$ cat src/rtl/hazard_pkg.sv
// Shared types for the hazard control unit: FSM state and stall-cause encodings.
package hazard_pkg;

  typedef enum logic [1:0] {
    S_IDLE   = 2'd0,
    S_LSTALL = 2'd1,
    S_DRAIN  = 2'd2,
    S_HALT   = 2'd3
  } state_e;

  typedef enum logic [1:0] {
    CAUSE_NONE   = 2'd0,
    CAUSE_LOAD   = 2'd1,
    CAUSE_BRANCH = 2'd2,
    CAUSE_HALT   = 2'd3
  } cause_e;

endpackage

$ cat src/rtl/hazard_match.sv
// Single source/destination register comparator; register $0 never matches.
module hazard_match #(
  parameter int unsigned NB_REG_ADDR = 5
) (
  input  logic [NB_REG_ADDR-1:0] src_i,
  input  logic [NB_REG_ADDR-1:0] dst_i,
  input  logic                   use_i,
  output logic                   hit_o
);

  assign hit_o = use_i & (src_i == dst_i) & (dst_i != '0);

endmodule

$ cat src/rtl/hazard_ctrl_unit.sv
// ID-stage hazard controller: load-use / branch stalls, taken-branch flush, halt/drain sequence.
// Optional saturating performance counters are built when HAZ_PERF_CNT_EN is defined.
module hazard_ctrl_unit
  import hazard_pkg::*;
#(
  parameter int unsigned NB_REG_ADDR     = 5,
  parameter int unsigned LOAD_USE_CYCLES = 1,
  parameter int unsigned DRAIN_CYCLES    = 3,
  parameter int unsigned NB_PERF_CNT     = 32
) (
  input  logic                   i_clk,
  input  logic                   i_rst_n,
  input  logic [NB_REG_ADDR-1:0] i_id_rs,
  input  logic [NB_REG_ADDR-1:0] i_id_rt,
  input  logic                   i_id_use_rs,
  input  logic                   i_id_use_rt,
  input  logic                   i_id_is_branch,
  input  logic                   i_branch_taken,
  input  logic [NB_REG_ADDR-1:0] i_ex_rd,
  input  logic                   i_ex_reg_write,
  input  logic                   i_ex_mem_read,
  input  logic [NB_REG_ADDR-1:0] i_mem_rd,
  input  logic                   i_mem_mem_read,
  input  logic                   i_halt_req,
  input  logic                   i_resume,
  output logic                   o_stall,
  output logic                   o_bubble,
  output logic                   o_flush_if_id,
  output logic                   o_halted,
  output logic [1:0]             o_cause
`ifdef HAZ_PERF_CNT_EN
  ,
  output logic [NB_PERF_CNT-1:0] o_stall_cycles,
  output logic [NB_PERF_CNT-1:0] o_flush_count
`endif
);

  localparam logic [2:0] LuCntInit    = 3'(LOAD_USE_CYCLES - 2);
  localparam logic [2:0] DrainCntInit = 3'(DRAIN_CYCLES - 1);

  state_e     state_q;
  logic [2:0] cnt_q;

  logic rs_ex_hit, rt_ex_hit, rs_mem_hit, rt_mem_hit;
  logic load_use, br_haz;
  logic stall;
  cause_e cause;

  hazard_match #(.NB_REG_ADDR(NB_REG_ADDR)) u_rs_ex (
    .src_i(i_id_rs), .dst_i(i_ex_rd), .use_i(i_id_use_rs), .hit_o(rs_ex_hit)
  );
  hazard_match #(.NB_REG_ADDR(NB_REG_ADDR)) u_rt_ex (
    .src_i(i_id_rt), .dst_i(i_ex_rd), .use_i(i_id_use_rt), .hit_o(rt_ex_hit)
  );
  hazard_match #(.NB_REG_ADDR(NB_REG_ADDR)) u_rs_mem (
    .src_i(i_id_rs), .dst_i(i_mem_rd), .use_i(i_id_use_rs), .hit_o(rs_mem_hit)
  );
  hazard_match #(.NB_REG_ADDR(NB_REG_ADDR)) u_rt_mem (
    .src_i(i_id_rt), .dst_i(i_mem_rd), .use_i(i_id_use_rt), .hit_o(rt_mem_hit)
  );

  // Raw detections; only acted on while the FSM is idle.
  assign load_use = i_ex_mem_read & (rs_ex_hit | rt_ex_hit);
  assign br_haz   = i_id_is_branch &
                    ((i_ex_reg_write & (rs_ex_hit | rt_ex_hit)) |
                     (i_mem_mem_read & (rs_mem_hit | rt_mem_hit)));

  always_ff @(posedge i_clk) begin
    if (!i_rst_n) begin
      state_q <= S_IDLE;
      cnt_q   <= 3'd0;
    end else begin
      unique case (state_q)
        S_IDLE: begin
          if (i_halt_req) begin
            state_q <= S_DRAIN;
            cnt_q   <= DrainCntInit;
          end else if (load_use && (LOAD_USE_CYCLES > 1)) begin
            state_q <= S_LSTALL;
            cnt_q   <= LuCntInit;
          end
        end
        S_LSTALL: begin
          if (cnt_q == 3'd0) state_q <= S_IDLE;
          else               cnt_q   <= cnt_q - 3'd1;
        end
        S_DRAIN: begin
          if (cnt_q == 3'd0) state_q <= S_HALT;
          else               cnt_q   <= cnt_q - 3'd1;
        end
        S_HALT: begin
          if (i_resume) state_q <= S_IDLE;
        end
        default: state_q <= S_IDLE;
      endcase
    end
  end

  // A halt request alone does not stall in S_IDLE; draining starts on the next edge.
  always_comb begin
    stall = 1'b0;
    cause = CAUSE_NONE;
    unique case (state_q)
      S_IDLE: begin
        if (load_use) begin
          stall = 1'b1;
          cause = CAUSE_LOAD;
        end else if (br_haz) begin
          stall = 1'b1;
          cause = CAUSE_BRANCH;
        end
      end
      S_LSTALL: begin
        stall = 1'b1;
        cause = CAUSE_LOAD;
      end
      default: begin
        stall = 1'b1;
        cause = CAUSE_HALT;
      end
    endcase
    if (!i_rst_n) begin
      stall = 1'b0;
      cause = CAUSE_NONE;
    end
  end

  assign o_stall       = stall;
  assign o_bubble      = stall;
  assign o_cause       = cause;
  assign o_flush_if_id = i_rst_n & i_branch_taken & ~stall;
  assign o_halted      = i_rst_n & (state_q == S_HALT);

`ifdef HAZ_PERF_CNT_EN
  logic [NB_PERF_CNT-1:0] stall_cnt_q, stall_cnt_d;
  logic [NB_PERF_CNT-1:0] flush_cnt_q, flush_cnt_d;

  always_comb begin
    stall_cnt_d = stall_cnt_q;
    flush_cnt_d = flush_cnt_q;
    if (o_stall && (stall_cnt_q != '1))       stall_cnt_d = stall_cnt_q + 1'b1;
    if (o_flush_if_id && (flush_cnt_q != '1)) flush_cnt_d = flush_cnt_q + 1'b1;
  end

  always_ff @(posedge i_clk) begin
    if (!i_rst_n) begin
      stall_cnt_q <= '0;
      flush_cnt_q <= '0;
    end else begin
      stall_cnt_q <= stall_cnt_d;
      flush_cnt_q <= flush_cnt_d;
    end
  end

  assign o_stall_cycles = stall_cnt_q;
  assign o_flush_count  = flush_cnt_q;
`endif

endmodule

$ cat config.mk
export PLATFORM = sky130hd
export DESIGN_NAME = hazard_ctrl_unit
export DESIGN_NICKNAME = d
export VERILOG_FILES = /design/src/rtl/hazard_pkg.sv /design/src/rtl/hazard_match.sv /design/src/rtl/hazard_ctrl_unit.sv
export SDC_FILE = /design/constraint.sdc
export NUM_CORES = 1
export LEC_CHECK = 0
export CAP_MARGIN = 30
export CORE_ASPECT_RATIO = 1.25
export CORE_MARGIN = 4
export CORE_UTILIZATION = 41
export DETAILED_ROUTE_END_ITERATION = 6
export MAX_ROUTING_LAYER = met4
export PLACE_DENSITY = 0.83
export SLEW_MARGIN = 20
export SYNTH_ARGS = -nofsm -noshare
export SYNTH_HDL_FRONTEND = slang
export SYNTH_SLANG_ARGS = --single-unit
$ cat constraint.sdc
create_clock -name i_clk -period 4.6 [get_ports i_clk]
set_input_delay 0.92 -clock i_clk [delete_from_list [all_inputs] [get_ports i_clk]]
set_output_delay 0.92 -clock i_clk [all_outputs]
set_load 0.02 [all_outputs]
# After elaboration in Yosys (flattened, before gate mapping)
# Index checks and enable logic that the tools add are counted.
totals:
  register_bits: 5
  input_bits: 31
  output_inout_bits: 6
  wordCells: 58
op_classes:
  add_sub_neg: 1
  eq_ne: 12
  n_mux: 16
  bitwise: 19
  n_reduce_logical: 8
op_table:
  columns: ["operator", "count"]
  rows:
  - ["equality test 5 bit", 4]
  - ["AND 1 bit", 15]
  - ["two-way mux 2 bit", 7]
  - ["!= test 2 bit (second input constant)", 5]
  - ["nonzero test 5 bit", 2]
  - ["case mux 2 bit (4 select lines)", 1]
  - ["two-way mux 3 bit", 2]
  - ["case mux 3 bit (2 select lines)", 1]
  - ["equality test 2 bit (second input constant)", 2]
  - ["two-way mux 1 bit", 4]
  - ["case mux 2 bit (2 select lines)", 1]
  - ["AND reduction 4 bit", 1]
  - ["zero test 3 bit", 1]
  - ["bitwise OR 1 bit", 3]
  - ["AND reduction 3 bit", 1]
  - ["subtractor 3 x 1 -> 3 bit (second input constant)", 1]
  - ["equality test 2 x 1 -> 1 bit (second input constant)", 1]
  - ["zero test 2 bit", 1]
  - ["nonzero test 2 bit", 1]
  - ["OR reduction 2 bit", 1]
  - ["NOT 1 bit", 1]

# Longest topological paths before layout
# Gate-level depths: netlist of run 1.
logic_depth:
  word_depth: 13
  depth_mapped: 7
  depth_no_buf: 7

# Modules after synthesis
# Synthesis of run 1 repeated with hierarchy kept, for this count alone.
hier_totals:
  hier_cells: 90
  hier_area_um2: 694.4
by_module_without_submodules:
  columns: ["mod", "n_inst", "cells_each", "area_each_um2", "seq_area_each_um2"]
  rows:
  - ["hazard_ctrl_unit", 1, 50, 414.1, 100.1]
  - ["hazard_match", 4, 10, 70.1, 0.0]

# Worst setup path before layout of run 1
# Ideal clock, no wire load.
synth_timing:
  path_type: "input -> output"
  from: "input i_ex_rd[0]"
  to: "output o_cause[1]"
  arrival_ns: 2.303
  required_time_ns: 3.680
  setup_slack_ns: 1.377
  cell_stages: 5
  path_buffers: 0
  cell_sequence: "xnor2_1 -> nand4_1 -> o22ai_1 -> a22oi_2 -> o41ai_1"
synth_between:
  elab_chain_cells: 11
  elab_cells_between_ends: 16
  cone_classes: "eq/ne (2); mux (4); bitwise (9); reduce/logical (1)"
synth_lines:
  columns: ["element", "line_no", "source"]
  rows:
  - ["start, declared", "hazard_ctrl_unit.sv:19", "input logic [NB_REG_ADDR-1:0] i_ex_rd,"]
  - ["equality test 5 bit", "hazard_match.sv:11", "assign hit_o = use_i & (src_i == dst_i) & (dst_i != '0);"]
  - ["AND 1 bit (2 in series)", "hazard_match.sv:11", null]
  - ["bitwise OR 1 bit *", "hazard_ctrl_unit.sv:63, hazard_ctrl_unit.sv:65", null]
  - ["AND 1 bit", "hazard_ctrl_unit.sv:65", "((i_ex_reg_write & (rs_ex_hit | rt_ex_hit)) |"]
  - ["bitwise OR 1 bit", "hazard_ctrl_unit.sv:65", null]
  - ["AND 1 bit", "hazard_ctrl_unit.sv:64", "assign br_haz = i_id_is_branch &"]
  - ["two-way mux 2 bit", "hazard_ctrl_unit.sv:108", "end else if (br_haz) begin"]
  - ["two-way mux 2 bit *", "hazard_ctrl_unit.sv:105", "if (load_use) begin"]
  - ["case mux 2 bit (2 select lines) *", "hazard_ctrl_unit.sv:103", "unique case (state_q)"]
  - ["two-way mux 2 bit *", "hazard_ctrl_unit.sv:122", "if (!i_rst_n) begin"]
  - ["end, declared", "hazard_ctrl_unit.sv:30", "output logic [1:0] o_cause"]
# Mark *: on every way between the ends. The rest lies on a longest branch, timed or not.

# Worst setup path after layout of run 1
layout_timing:
  from: "input i_mem_rd[0]"
  to: "output o_flush_if_id"
layout_between:
  elab_chain_cells: 13
  elab_cells_between_ends: 17
  cone_classes: "eq/ne (2); mux (4); bitwise (10); reduce/logical (1)"
layout_lines:
  columns: ["element", "line_no", "source"]
  rows:
  - ["start, declared", "hazard_ctrl_unit.sv:22", "input logic [NB_REG_ADDR-1:0] i_mem_rd,"]
  - ["equality test 5 bit", "hazard_match.sv:11", null]
  - ["AND 1 bit (2 in series)", "hazard_match.sv:11", null]
  - ["bitwise OR 1 bit *", "hazard_ctrl_unit.sv:66", "(i_mem_mem_read & (rs_mem_hit | rt_mem_hit)));"]
  - ["AND 1 bit *", "hazard_ctrl_unit.sv:66", null]
  - ["bitwise OR 1 bit *", "hazard_ctrl_unit.sv:65", null]
  - ["AND 1 bit *", "hazard_ctrl_unit.sv:64", null]
  - ["two-way mux 1 bit *", "hazard_ctrl_unit.sv:108", null]
  - ["two-way mux 1 bit *", "hazard_ctrl_unit.sv:105", null]
  - ["two-way mux 1 bit *", "hazard_ctrl_unit.sv:103", null]
  - ["two-way mux 1 bit *", "hazard_ctrl_unit.sv:122", null]
  - ["NOT 1 bit *", "hazard_ctrl_unit.sv:131", "assign o_flush_if_id = i_rst_n & i_branch_taken & ~stall;"]
  - ["AND 1 bit *", "hazard_ctrl_unit.sv:131", null]
  - ["end, declared", "hazard_ctrl_unit.sv:28", "output logic o_flush_if_id,"]
# Marked as above.

==> results of run 1 <==
flip-flops by register name, summed over array words and instances, names as in the netlist:
signal	flops
cnt_q	3
state_q	2
metal layers:
metal	GRT usage [%]	share of wire (%)	up-vias
li1	-	-	372
met1	18.0	42	325
met2	35.9	52	31
met3	3.74	5.4	2
met4	10.1	0.68	0
met5	-	0	-
metrics by stage:
stage	hold slack (ps)	instances	total power, W	setup WS (ps)
floorplan	445	84	0.000269	1380
global placement	455	137	0.000350	542
detailed placement	471	137	0.000362	481
CTS	478	141	0.000414	474
global route	499	141	0.000452	271
finish	472	141	0.000408	506
where the power goes:
group	switching, W	internal (W)
registers	0.0000119	0.0000635
logic	0.000143	0.000141
clock network	0.0000155	0.0000326
total	0.000171	0.000237
cell type report:
type | instances | area (µm²) | share of cell area [%]
timing repair buffer | 36 | 360 | 33.4
tap | 18 | 22.5 | 2.09
sequential | 5 | 100 | 9.29
clock buffer | 4 | 26.3 | 2.44
multi-input combinational | 69 | 534 | 49.6
inverter | 9 | 33.8 | 3.14
cells by family (layout without fill, tap and decap cells):
kind of cell	Yosys count	in the layout	share of synthesized area [%]
flip-flops	5	5	14.8
buffers and inverters	10	49	6.11
AND/OR/NAND/NOR	27	27	23.3
AO/OA/AOI/OAI	15	15	17.2
XOR/XNOR	20	20	25.9
multiplexers	1	1	1.48
adder cells (fa/ha/maj)	6	6	11.1
cell usage after synthesis (2+ instances only):
| master | number | area (µm²) |
|---|---|---|
| ha_1 | 6 | 75.1 |
| or3_1 | 2 | 12.5 |
| dfxtp_1 | 5 | 100 |
| nand4_1 | 4 | 25.0 |
| nand2_1 | 6 | 22.5 |
| a21oi_1 | 3 | 15.0 |
| inv_1 | 8 | 30.0 |
| nor3_1 | 2 | 10.0 |
| o22ai_1 | 2 | 12.5 |
| nor2_1 | 5 | 18.8 |
| nand2b_1 | 3 | 18.8 |
| xnor2_1 | 20 | 175 |
critical path, stage by stage:
cell and delay [ps]:
clkdlybuf4s50_1 470, or3_1 390, o311a_1 310, a22oi_2 200
nor4b_4 230, clkdlybuf4s50_1 650
how the worst min path moves through the flow:
stage / start / end / slack (ps) / cells past startpoint
floorplan: cnt_q[2]$_SDFFE_PN0P_ / cnt_q[2]$_SDFFE_PN0P_ / 450 / 2
finish: cnt_q[2]$_SDFFE_PN0P_ / cnt_q[2]$_SDFFE_PN0P_ / 470 / 2
global route: cnt_q[0]$_SDFFE_PN0P_ / cnt_q[0]$_SDFFE_PN0P_ / 500 / 2
CTS: cnt_q[2]$_SDFFE_PN0P_ / cnt_q[2]$_SDFFE_PN0P_ / 480 / 2
detailed placement: cnt_q[0]$_SDFFE_PN0P_ / cnt_q[0]$_SDFFE_PN0P_ / 470 / 2
global placement: cnt_q[2]$_SDFFE_PN0P_ / cnt_q[2]$_SDFFE_PN0P_ / 450 / 2
==> results.yml, run 1 <==
outcome:
  status: "finished clean"
clock_tree:
  postCtsSetupRepairBufs: 0
  cts_inserted_buffers: 3
  numClockSinks: 5
  clockBufferDepth: 2
  cts_tree: "done"
  clockRootBuffer: "clkbuf_4"
  htree_levels: 1
  postCtsHoldBufs: 0
  path_clk_slew_ps: 40
  clkLatencyLatePin_ps: 230
  post_cts_resized: 0
placement:
  gp_congestion: 0.987
  io_buffers: 36
  placed_area_um2: 1050
  hpwlAfterDp_um: 1720
worst_setup_path:
  crit_type: "input pin to output port"
  critPathCaptureType: "output port"
  r2r-start: "state_q[0]$_SDFFE_PN0P_"
  startpoint_type: "input pin"
  setup.worst_path.start: "i_mem_rd[0]"
  crit_required_ps: 3680
  r2r_cells: 6
  arrival_ps: 3170
  rrSetupSlack_ps: 3070
  critPathCapture: "o_flush_if_id"
  reg2reg_to: "cnt_q[1]$_SDFFE_PN0P_"
  path_max_fanout: 3
route:
  vias: 730
  antenna_left: 0
  avgRoutedWirePerCell_um: 14.6
  dr.pass1.iters: 4
  totalWireLength_um: 2060
  drt_iter0_drc: 6
  drc: 0
  via_per_inst: 5.18
die:
  core_area_um2: 1560
  initial_core_util_pct: 43.3
  ios: 37
  die_w_um: 44.3
  row_count: 16
  die_height_um: 53.4
  dieArea_um2: 2370
sta:
  fin_crit_sh_pct: 89.0
  finalClockSkew_ps: 0.245
  min_period_ps: 4090
  drv_slew: 0
  fmax_mhz: 244
  slew_headroom_pct: 75.5
  setup_violations: 0
  setup_tns_ps: 0
  finalHoldViolCount: 0
  tightest_slew_ps: 368
  rsz0062_at_grt: "false"
logic_synthesis:
  synth.net_count: 121
  yosys_warnings: 0
  netlist_area_um2: 676
  yosysSeqAreaShare_pct: 14.8
  ys_ff_latch: 5
  synthArstFlopShare_pct: 0
  synth.distinct_cells: 30
  synth_area_per_cell_um2: 8.04
  synth_top_flop_cell: "dfxtp_1"
  synth_edf_count: 0
  syn_inst: 84
final_layout:
  antennaDiodeCount: 0
  layout_common_cells: "clkdlybuf4s50_1, xnor2_1, inv_1, nand2_1, ha_1"
  utilization_pct: 69.0
  syn_to_final_growth_pct: 59.4
  design_area_um2: 1080
  fillers: 128
  layout_commonest_cell: "clkdlybuf4s50_1"
  layout.nets: 161
  drive_above_1_share_pct: 5.69
global_route:
  grt_max_degree: 11
  grt_pass1_vias: 782
  antenna_found_initial: 0
  overflow: 0
  grt_pass1_wl_um: 3260
  grt_usage_pct: 19.2
worst_hold_path:
  holdCritPathClass: "flip-flop to flip-flop"
pwr:
  power_density_nw_per_um2: 379
  p_leak_nw: 0.398
  vdd_ir_drop_max_v: 0.000295
flow_run:
  cap_violations: 0
(Power assumes the default switching activity.)
==> run 2, diff against run 1 <==
--- a/config.mk
+++ b/config.mk
@@ -7,3 +7,3 @@
 export LEC_CHECK = 0
-export CAP_MARGIN = 30
+export CAP_MARGIN = 40
 export CORE_ASPECT_RATIO = 1.25
--- a/constraint.sdc
+++ b/constraint.sdc
@@ -3,2 +3,2 @@
 set_output_delay 0.92 -clock i_clk [all_outputs]
-set_load 0.02 [all_outputs]
+set_load 0.05 [all_outputs]
==> run 2 against run 1 <==
Combinational power rose by 11%. Fmax fell by 1.4%. Global-route usage fell by 1.2 points. Cell count did not move. Die area did not move. Critical path depth rose by 1. Non-clock buffer count did not move. Critical endpoint is now o_stall. Largest cell class unchanged. Highest routed layer unchanged.
==> results.yml, run 2 (synthesis gave the netlist of run 1 again) <==
final_layout:
  layout_common_cells: "clkdlybuf4s50_1, xnor2_1, inv_1, nand2_1, ha_1"
  syn_to_final_growth_pct: 58.7
  layout.nets: 161
  drive_above_1_share_pct: 7.32
  largest_register: "cnt_q"
  largestRegisters: "cnt_q (3), state_q (2)"
  layout_commonest_cell: "clkdlybuf4s50_1"
  fillers: 141
  largest_register_ffs: 3
  antennaDiodeCount: 0
clock_tree:
  postCtsHoldBufs: 0
  clkLatencyLatePin_ps: 230
  path_clk_slew_ps: 40
  cts_inserted_buffers: 3
  cts_tree: "done"
  postCtsSetupRepairBufs: 0
  post_cts_resized: 0
  clockRootBuffer: "clkbuf_4"
  clockBufferDepth: 2
  numClockSinks: 5
  htree_levels: 1
flow_run:
  cap_violations: 0
sta:
  hold_ws_ps: 473
  fin_crit_sh_pct: 90.2
  setup_tns_ps: 0
  worst_slack_ps: 449
  slew_headroom_pct: 66.6
  finalHoldViolCount: 0
  drv_slew: 0
  setup_violations: 0
  fmax_mhz: 241
  finalClockSkew_ps: 0.621
  tightest_slew_ps: 499
  min_period_ps: 4150
  rsz0062_at_grt: "false"
placement:
  pre_cts_ws_ps: 440
  gp_congestion: 0.875
  hpwlAfterDp_um: 1610
  io_buffers: 36
worst_hold_path:
  hold_depth: 2
  holdCritPathClass: "flip-flop to flip-flop"
  hp-start: "cnt_q[2]$_SDFFE_PN0P_"
  hold_end: "cnt_q[2]$_SDFFE_PN0P_"
worst_setup_path:
  startpoint_type: "input pin"
  cp_slowest_cell: "clkdlybuf4s50_1"
  crit_chain: "clkdlybuf4s50_1, xnor2_1, nand4_1, o22ai_1, a22oi_2, a21oi_1, clkdlybuf4s50_1"
  arrival_ps: 3230
  critical_path.most_common_cell: "clkdlybuf4s50_1"
  rrSetupSlack_ps: 3100
  r2r_cells: 5
  slowest_delay_ps: 840
  path_max_fanout: 4
  reg2reg_to: "cnt_q[0]$_SDFFE_PN0P_"
  r2r-start: "state_q[0]$_SDFFE_PN0P_"
  crit_required_ps: 3680
  critPathCaptureType: "output port"
  crit_type: "input pin to output port"
pwr:
  vdd_ir_drop_max_v: 0.000270
  p_leak_nw: 0.401
  power_density_nw_per_um2: 409
outcome:
  status: "finished clean"
route:
  drt_iter0_drc: 12
  dr.pass1.iters: 4
  drc: 0
  avgRoutedWirePerCell_um: 13.2
  vias: 743
  antenna_left: 0
  totalWireLength_um: 1870
  via_per_inst: 5.27
die:
  row_count: 16
  ios: 37
  dieArea_um2: 2370
  die_w_um: 44.3
  core_area_um2: 1560
  initial_core_util_pct: 43.3
  die_height_um: 53.4
global_route:
  grt_pass1_wl_um: 3110
  grt_usage_pct: 17.9
  grt_pass1_vias: 801
  overflow: 0
  grt_max_degree: 11
  antenna_found_initial: 0
-- run 2: layout make-up --
type                            count  area, µm²  share of cell area (%)
Timing Repair Buffer               36        355                    33.1
Sequential cell                     5        100                    9.33
Inverter                            9       33.8                    3.15
Tap cell                           18       22.5                    2.10
Multi-Input combinational cell     69        534                    49.8
Clock buffer                        4       26.3                    2.45
-- run 2: how the worst max path moves through the flow --
stage          startpoint          to  slack [ps]
5_1_grt        i_ex_rd[0]     o_stall         290
4_1_cts        i_ex_rd[3]     o_stall         440
3_5_place_dp   i_ex_rd[4]     o_stall         440
6_report       i_ex_rd[3]     o_stall         450
2_1_floorplan  i_ex_rd[0]  o_cause[1]         500
3_3_place_gp   i_ex_rd[4]    o_bubble         480
-- run 2: stage by stage --
stage	instances	util, %	area (µm²)	total power (W)
after detailed placement	137	67.0	1050	0.000391
after global routing	141	68.7	1070	0.000482
final	141	68.7	1070	0.000438
after global placement	137	67.0	1050	0.000385
after floorplan	84	-	676	0.000304
after CTS	141	68.7	1070	0.000445
-- run 2: report_power, final --
part / switching, W / leakage [nW] / internal (W)
combinational: 0.000176 / 0.345 / 0.000140
sequential: 0.0000115 / 0.0412 / 0.0000635
clock: 0.0000153 / 0.0150 / 0.0000326
total: 0.000202 / 0.401 / 0.000236
-- run 2: routing by layer --
| metal | up-vias | part of all wire (%) | global-route usage (%) |
|---|---|---|---|
| li1 | 380 | - | - |
| met1 | 330 | 41 | 17.6 |
| met2 | 31 | 49 | 32.0 |
| met3 | 2 | 9.2 | 4.08 |
| met4 | 0 | 1.0 | 10.1 |
| met5 | - | 0 | - |
-- run 2: worst max-delay path, delay by kind of cell --
family / cells / cell delay (ps)
xor gates and xnor gates: 1 / 150
buffers and inverters: 2 / 1380
AOI/OAI and AO/OA: 3 / 690
and+or+nand+nor: 1 / 110
